===== config.mk =====
export PLATFORM = sky130hd
export DESIGN_NAME = iob_sp_ram_be_arb
export DESIGN_NICKNAME = d
export VERILOG_FILES = /design/src/rtl/iob_sp_ram_arb_pkg.sv /design/src/rtl/iob_rr_arb.sv /design/src/rtl/iob_sp_ram_be_arb.sv
export SDC_FILE = /design/constraint.sdc
export NUM_CORES = 1
export LEC_CHECK = 0
export CORE_AREA = 2 2 83 85
export DETAILED_ROUTE_END_ITERATION = 8
export DIE_AREA = 0 0 85 87
export PLACE_DENSITY = 0.73
export RECOVER_POWER = 25
export SYNTH_ARGS = -nofsm -noshare
export SYNTH_HDL_FRONTEND = slang
export SYNTH_HIERARCHICAL = 1
export SYNTH_SLANG_ARGS = --single-unit
export TNS_END_PERCENT = 50

===== constraint.sdc =====
create_clock -name clk -period 3.9 [get_ports clk]
set_clock_uncertainty 0.15 [all_clocks]
set_input_delay 0.78 -clock clk [delete_from_list [all_inputs] [get_ports clk]]
set_output_delay 0.78 -clock clk [all_outputs]
set_load 0.03 [all_outputs]

===== src/rtl/iob_sp_ram_arb_pkg.sv =====
// Shared types and sizing helpers for the byte-enable single-port RAM arbiter.
package iob_sp_ram_arb_pkg;

  typedef enum logic [0:0] {
    ST_INIT = 1'b0,
    ST_RUN  = 1'b1
  } state_t;

  function automatic int strb_w(input int data_w);
    return data_w / 8;
  endfunction

  function automatic int idx_w(input int n_req);
    return (n_req <= 1) ? 1 : $clog2(n_req);
  endfunction

endpackage


===== src/rtl/iob_rr_arb.sv =====
// Round-robin arbiter: one-hot grant plus index, scanning from the requester after the last winner.
module iob_rr_arb
  import iob_sp_ram_arb_pkg::*;
#(
  parameter int N_REQ = 2,
  parameter int IDX_W = idx_w(N_REQ)
) (
  input  logic             clk,
  input  logic             rst,
  input  logic             en,
  input  logic [N_REQ-1:0] req,
  output logic [N_REQ-1:0] gnt,
  output logic [IDX_W-1:0] gnt_idx,
  output logic             any
);

  logic [IDX_W-1:0] last_r;
  logic [IDX_W-1:0] cand_s;
  logic             hit_s;

  // Priority scan starting one past the previous winner, wrapping modulo N_REQ.
  always_comb begin
    gnt     = '0;
    gnt_idx = '0;
    any     = 1'b0;
    cand_s  = '0;
    hit_s   = 1'b0;
    for (int k = 1; k <= N_REQ; k++) begin
      cand_s       = IDX_W'((int'(last_r) + k) % N_REQ);
      hit_s        = !any && req[cand_s];
      any          = any | hit_s;
      gnt[cand_s]  = gnt[cand_s] | hit_s;
      gnt_idx      = hit_s ? cand_s : gnt_idx;
    end
  end

  // Last-winner pointer; starts at N_REQ-1 so requester 0 wins first.
  always_ff @(posedge clk) begin
    if (rst) begin
      last_r <= IDX_W'(N_REQ - 1);
    end else if (en && any) begin
      last_r <= gnt_idx;
    end else begin
      last_r <= last_r;
    end
  end

endmodule


===== src/rtl/iob_sp_ram_be_arb.sv =====
// Shares one read-first, byte-enable single-port RAM among N_REQ valid/ready requesters.
// Define IOB_SP_RAM_ARB_CLR_EN to zero-fill the whole RAM after every reset.
module iob_sp_ram_be_arb
  import iob_sp_ram_arb_pkg::*;
#(
  parameter  int N_REQ  = 2,
  parameter  int ADDR_W = 10,
  parameter  int DATA_W = 32,
  localparam int STRB_W = strb_w(DATA_W)
) (
  input  logic                clk,
  input  logic                rst,
  input  logic [N_REQ-1:0]        req_valid,
  input  logic [N_REQ*ADDR_W-1:0] req_addr,
  input  logic [N_REQ*DATA_W-1:0] req_wdata,
  input  logic [N_REQ*STRB_W-1:0] req_wstrb,
  output logic [N_REQ-1:0]        req_ready,
  output logic [N_REQ-1:0]        resp_valid,
  output logic [DATA_W-1:0]       resp_rdata,
  output logic                    init_done,
  output logic                    ram_en,
  output logic [STRB_W-1:0]       ram_we,
  output logic [ADDR_W-1:0]       ram_addr,
  output logic [DATA_W-1:0]       ram_din,
  input  logic [DATA_W-1:0]       ram_dout
);

  localparam int IDX_W = idx_w(N_REQ);

  logic [N_REQ-1:0]  gnt_s;
  logic [IDX_W-1:0]  gnt_idx_s;
  logic              any_s;
  logic              run_s;
  logic              init_s;
  logic [ADDR_W-1:0] init_addr_s;
  logic              init_done_s;
  logic [ADDR_W-1:0] sel_addr_s;
  logic [DATA_W-1:0] sel_din_s;
  logic [STRB_W-1:0] sel_we_s;
  logic [N_REQ-1:0]  resp_valid_r;

  iob_rr_arb #(
    .N_REQ (N_REQ),
    .IDX_W (IDX_W)
  ) u_arb (
    .clk     (clk),
    .rst     (rst),
    .en      (run_s),
    .req     (req_valid),
    .gnt     (gnt_s),
    .gnt_idx (gnt_idx_s),
    .any     (any_s)
  );

`ifdef IOB_SP_RAM_ARB_CLR_EN
  state_t            state_r;
  state_t            state_nxt_s;
  logic [ADDR_W-1:0] cnt_r;
  logic              init_done_r;

  // State, sweep counter and init_done registers.
  always_ff @(posedge clk) begin
    if (rst) begin
      state_r     <= ST_INIT;
      cnt_r       <= '0;
      init_done_r <= 1'b0;
    end else begin
      state_r     <= state_nxt_s;
      cnt_r       <= (state_r == ST_INIT) ? cnt_r + 1'b1 : '0;
      init_done_r <= (state_nxt_s == ST_RUN);
    end
  end

  // Leave the sweep once the last address has been cleared.
  always_comb begin
    state_nxt_s = state_r;
    case (state_r)
      ST_INIT: begin
        if (cnt_r == {ADDR_W{1'b1}}) begin
          state_nxt_s = ST_RUN;
        end else begin
          state_nxt_s = ST_INIT;
        end
      end
      ST_RUN:  state_nxt_s = ST_RUN;
      default: state_nxt_s = ST_INIT;
    endcase
  end

  assign run_s       = (state_r == ST_RUN) && !rst;
  assign init_s      = (state_r == ST_INIT) && !rst;
  assign init_addr_s = cnt_r;
  assign init_done_s = init_done_r;
`else
  assign run_s       = !rst;
  assign init_s      = 1'b0;
  assign init_addr_s = '0;
  assign init_done_s = 1'b1;
`endif

  // Select the winning requester's fields by index (AND-OR mux).
  always_comb begin
    sel_addr_s = '0;
    sel_din_s  = '0;
    sel_we_s   = '0;
    for (int i = 0; i < N_REQ; i++) begin
      sel_addr_s = sel_addr_s | ({ADDR_W{gnt_idx_s == IDX_W'(i)}} & req_addr[i*ADDR_W +: ADDR_W]);
      sel_din_s  = sel_din_s  | ({DATA_W{gnt_idx_s == IDX_W'(i)}} & req_wdata[i*DATA_W +: DATA_W]);
      sel_we_s   = sel_we_s   | ({STRB_W{gnt_idx_s == IDX_W'(i)}} & req_wstrb[i*STRB_W +: STRB_W]);
    end
  end

  // RAM port and same-cycle ready; the sweep owns the RAM while it runs.
  always_comb begin
    req_ready = '0;
    ram_en    = 1'b0;
    ram_we    = '0;
    ram_addr  = '0;
    ram_din   = '0;
    if (init_s) begin
      ram_en   = 1'b1;
      ram_we   = '1;
      ram_addr = init_addr_s;
      ram_din  = '0;
    end else if (run_s && any_s) begin
      ram_en    = 1'b1;
      ram_we    = sel_we_s;
      ram_addr  = sel_addr_s;
      ram_din   = sel_din_s;
      req_ready = gnt_s;
    end else begin
      ram_en = 1'b0;
    end
  end

  // Read responses are tagged one cycle after acceptance; writes get none.
  always_ff @(posedge clk) begin
    if (rst) begin
      resp_valid_r <= '0;
    end else if (run_s && any_s && (sel_we_s == '0)) begin
      resp_valid_r <= gnt_s;
    end else begin
      resp_valid_r <= '0;
    end
  end

  assign resp_valid = resp_valid_r;
  assign resp_rdata = ram_dout;
  assign init_done  = init_done_s;

endmodule


# --- Word-level counts from Yosys, hierarchy flattened ---
# Cells that the tools add are included.
totals:
  regBits: 3
  output_inout_bits: 84
op_classes:
  reduce_logical: 9
  add_sub_neg: 2
  mux: 19
  n_lt_le_gt_ge: 4
  bitwise: 15
ops:
  columns: ["operator", "n"]
  rows:
  - ["32-bit AND", 2]
  - ["32-bit 2-to-1 mux", 1]
  - ["32-bit bitwise OR", 1]
  - ["10-bit AND", 2]
  - ["1-bit 2-to-1 mux", 12]
  - ["10-bit 2-to-1 mux", 1]
  - ["10-bit bitwise OR", 1]
  - ["4-bit AND", 2]
  - ["1-bit logical AND", 5]
  - ["4-bit logical NOT", 1]
  - ["1-bit by 2-bit less-than comparator with 1-bit output (second input constant)", 2]
  - ["4-bit 2-to-1 mux", 1]
  - ["4-bit bitwise OR", 1]
  - ["1-bit bitwise OR", 3]
  - ["1-bit adder (second input constant)", 2]
  - ["2-bit AND", 1]
  - ["2-bit bitwise mux", 1]
  - ["1-bit demux with 1-bit select", 2]
  - ["1-bit >= comparator (second input constant)", 2]
  - ["1-bit logical NOT", 2]
  - ["2-bit 2-to-1 mux", 1]
  - ["1-bit NOT", 2]
  - ["2-bit OR reduction", 1]

# --- Logic depth before layout (Yosys ltp) ---
depth:
  word_depth: 13
  ltp_mapped: 6

# --- Hierarchy ---
# The synthesis kept the hierarchy.
modules_own_cells:
  columns: ["mod", "area_each_um2", "seq_area_each_um2", "n_inst", "cells_each"]
  rows:
  - ["iob_sp_ram_be_arb", 1096.1, 40.0, 1, 152]
  - ["iob_rr_arb", 75.1, 20.0, 1, 9]

# --- Worst setup path before layout ---
# OpenSTA, ideal clock, no wires.
synth_path:
  kind: "input to output"
  startpoint: "input port req_valid[1]"
  endpoint: "output port ram_addr[0]"
  arrival_time_ns: 1.864
  n_path_buf: 3
  stages: 6
  slack_ns: 1.106
  path_cell_list: "a21boi_0 buf_2 buf_6 buf_6 mux2i_1 nor2_1"
synth_via:
  elab_chain_cells: 9
synth_lines:
  columns: ["item", "line_no", "source"]
  rows:
  - ["from (decl)", "iob_sp_ram_be_arb.sv:13", "input logic [N_REQ-1:0] req_valid,"]
  - ["1-bit 2-to-1 mux (implied by the code) (2 in series)", "iob_rr_arb.sv:30", "hit_s = !any && req[cand_s];"]
  - ["1-bit logical NOT", "iob_rr_arb.sv:30", null]
  - ["1-bit logical AND", "iob_rr_arb.sv:30", null]
  - ["1-bit 2-to-1 mux", "iob_rr_arb.sv:33", "gnt_idx = hit_s ? cand_s : gnt_idx;"]
  - ["1-bit NOT", "iob_sp_ram_be_arb.sv:107", "sel_addr_s = sel_addr_s | ({ADDR_W{gnt_idx_s == IDX_W'(i)}} & req_addr[i*ADDR_W +: ADDR_W]);"]
  - ["10-bit AND", "iob_sp_ram_be_arb.sv:107", null]
  - ["10-bit bitwise OR", "iob_sp_ram_be_arb.sv:107", null]
  - ["10-bit 2-to-1 mux *", "iob_sp_ram_be_arb.sv:125", "end else if (run_s && any_s) begin"]
  - ["to (decl)", "iob_sp_ram_be_arb.sv:23", "output logic [ADDR_W-1:0] ram_addr,"]
# Every way passes the cells marked *; elsewhere a longest branch is shown, timed or not. The select of a mux whose other input is x is not followed.

# --- Worst setup path in the final report ---
layout_path:
  startpoint: "input port req_valid[1]"
  endpoint: "output port ram_din[19]"
layout_via:
  elab_chain_cells: 9
layout_lines:
  columns: ["item", "line_no", "source"]
  rows:
  - ["1-bit 2-to-1 mux (implied by the code) (2 in series)", "iob_rr_arb.sv:30", null]
  - ["1-bit logical NOT", "iob_rr_arb.sv:30", null]
  - ["1-bit logical AND", "iob_rr_arb.sv:30", null]
  - ["1-bit 2-to-1 mux *", "iob_rr_arb.sv:33", null]
  - ["net gnt_idx_s", "iob_sp_ram_be_arb.sv:31", "logic [IDX_W-1:0] gnt_idx_s;"]
  - ["1-bit NOT", "iob_sp_ram_be_arb.sv:108", "sel_din_s = sel_din_s | ({DATA_W{gnt_idx_s == IDX_W'(i)}} & req_wdata[i*DATA_W +: DATA_W]);"]
  - ["32-bit AND", "iob_sp_ram_be_arb.sv:108", null]
  - ["32-bit bitwise OR *", "iob_sp_ram_be_arb.sv:108", null]
  - ["32-bit 2-to-1 mux *", "iob_sp_ram_be_arb.sv:125", null]
  - ["to (decl)", "iob_sp_ram_be_arb.sv:24", "output logic [DATA_W-1:0] ram_din,"]
# Mark *: on every way through the listed nets, which the timed path passes. The rest lies on a longest branch. The select of a mux whose other input is x is not followed.

==> run summary <==
Outcome = completed
Cell Area, Synth = 0.00117 sq mm
Vias in the first global route = 1434
Critical path class = in -> out
Worst-path fanout max = 25
Remaining global-route overflow = 0
Seq/Total Area, Yosys = 5.13%
Crit-path cells = clkdlybuf4s50_1 -> a21boi_4 -> buf_12 -> mux2i_1 -> nor2_1 -> clkdlybuf4s50_1
Worst Setup End Kind = output pin
Net count, final = 400
Antenna viol nets, final = 0
Fraction of layout cells with a size suffix above 1 = 14.4%
GR Util met3 = 3.41%
Via count = 1477
DIE AREA = 0.00740 sq mm
ANT cells = 0
GRT Max-Usage Layer = met2
Setup crit end = ram_din[19]
Syn nets = 289
CTS Buf Count = 3
Crit-path leading delay family = buffers and inverters
Syn Area/Cell = 7.27 sq um
Reg2Reg Depth = 4
Tightest Hold Check Type = reg -> reg
GP Congestion = 0.703
Distinct cells, synth = 20
Hpwl dp = 3.73 mm
Drt total wl = 4.41 mm
Grt met1 use = 10.4%
H-tree depth = 1
Worst IR Drop VDD = 164 uV
Clk sinks = 3
Post-DR vias/cell = 4.21
Min Tclk post-route = 3.58 ns
Power consumption = 0.447 mW
Kind of start point of the critical path = input port
CP required = 2.97 ns
Pwr dens = 181 mW/mm^2
CTS tree = built
Worst reg2reg endpoint = resp_valid[1]$_SDFF_PP0_
Hold_buf cts = 0
Die W = 85 microns
Max-cap violations = 0
Fmax = 279 MHz
Crit path buffers/inverters = 3
Post-CTS setup buffer count = 0
Reg2reg start = u_arb/last_r$_SDFFE_PP1P_
Die height = 87 microns
Setup violators final = 0
Global Route Usage Sum = 10.9%
Final-layout fill cell count = 672
DRT Pass-1 Iters = 4
Fin. Hold Viols = 0
Arr. time, crit path = 2.65 ns
Grt met2 use = 21.3%
Most used cell, CP = clkdlybuf4s50_1
Final period utilization = 91.8%
Synth-to-layout area growth = 111%
P_leak = 1.02 nW
Reg clk slew, reported paths = 0.03 ns
Fin Setup TNS = 0 ns
Commonest non-fill, non-tap cell in the layout = clkdlybuf4s50_1
CTS resizes = 0
Row count = 30
Yosys warns = 6
CTS root buf = clkbuf_8
CP Depth = 6
WL per Instance = 12.6 microns
Slowest library cell on the worst path = clkdlybuf4s50_1
RSZ-0062 raised after global routing = false
Core Area = 0.00657 sq mm
CP Launch Point = req_valid[1]
IO Port Bufs = 146
Worst-Skew Late Latency = 0.22 ns
Initial antenna violation count = 0
First-pass GRT wire length = 6.62 mm
Total I/O pin count = 212
Synthesized flop and latch total = 3
Max stage delay on crit path = 0.68 ns
Maximum root-to-sink buffer count = 2
DR iter-0 viols = 17
Largest net degree at the start of global routing = 26
Synth Instances = 161
Max Transition Viols Final = 0
R2R Setup Slk = 2.42 ns
Most frequent cells in the layout = clkdlybuf4s50_1, mux2i_1, nor2_1
# DRC = 0
Initial Util = 17.8%
worst min-delay path by stage:
stage	startpoint	end	cells after the start
global placement	u_arb/last_r$_SDFFE_PP1P_	u_arb/last_r$_SDFFE_PP1P_	2
detailed placement	u_arb/last_r$_SDFFE_PP1P_	u_arb/last_r$_SDFFE_PP1P_	2
CTS	u_arb/last_r$_SDFFE_PP1P_	u_arb/last_r$_SDFFE_PP1P_	2
global route	u_arb/last_r$_SDFFE_PP1P_	u_arb/last_r$_SDFFE_PP1P_	2
finish	u_arb/last_r$_SDFFE_PP1P_	u_arb/last_r$_SDFFE_PP1P_	2
floorplan	u_arb/last_r$_SDFFE_PP1P_	u_arb/last_r$_SDFFE_PP1P_	2
worst reg2reg max path: stages (launching register included):
cell and delay (ns):
dfxtp_1 0.35, a21boi_4 0.18, buf_4 0.39, nand4bb_1 0.19
o22ai_1 0.08
cell type report:
type                            instances  area [sq um]  share of cell area (%)
Clock buffer                            4          45.0                    1.82
Sequential cell                         3          60.1                    2.43
Multi-Input combinational cell        111           792                    32.1
Tap cell                               80           100                    4.05
Timing Repair Buffer                  150          1460                    59.2
Inverter                                3          11.3                   0.456
synthesized netlist by cell type (all sizes together):
cell type | number | share of area, %
a21boi | 3 | 1.9
a21oi | 1 | 0.43
and2 | 2 | 1.1
and3 | 1 | 0.53
buf | 44 | 27
conb | 1 | 0.32
dfxtp | 3 | 5.1
inv | 3 | 0.96
mux2i | 46 | 39
nand2b | 1 | 0.53
nand4b | 2 | 1.5
nand4bb | 2 | 1.9
nor2 | 46 | 15
o21bai | 1 | 0.96
o22ai | 2 | 1.1
or2 | 1 | 0.53
or4 | 2 | 1.6
where the power goes:
group,switching [mW],internal (mW),total [mW]
combinational,0.146,0.175,0.321
clock,0.0229,0.0699,0.0928
sequential,0.00122,0.0318,0.0330
total,0.170,0.277,0.447
registers in the layout, summed over array words and instances, names as in the netlist:
| register | flops |
|---|---|
| resp_valid | 2 |
| u_arb/last_r | 1 |
through the flow:
step / cell area [sq um] / cells / setup slack [ns] / util (%) / hold WS (ns)
2_1_floorplan: 1170 / 161 / 1.11 / - / 0.362
3_3_place_gp: 2420 / 347 / 0.336 / 36.9 / 0.454
3_5_place_dp: 2420 / 347 / 0.316 / 36.9 / 0.459
4_1_cts: 2470 / 351 / 0.316 / 37.6 / 0.483
5_1_grt: 2470 / 351 / 0.189 / 37.6 / 0.549
6_report: 2470 / 351 / 0.319 / 37.6 / 0.486
kinds of logic after synthesis:
logic type / Yosys count / share of synthesized area, %
DFF: 3 / 5.13
muxes: 46 / 39.3
buffers and inverters: 47 / 28.4
other: 1 / 0.320
and+or+nand+nor: 57 / 22.4
AOI/OAI and AO/OA: 7 / 4.38
routing by layer:
| layer | wire, microns | share of wire (%) | vias to the layer above |
|---|---|---|---|
| li1 | - | - | 724 |
| met5 | 0 | 0 | - |
| met2 | 2330 | 53 | 112 |
| met3 | 565 | 13 | 8 |
| met1 | 1480 | 34 | 633 |
| met4 | 40 | 0.91 | 0 |
No activity file was read; power rests on OpenSTA's default activity.
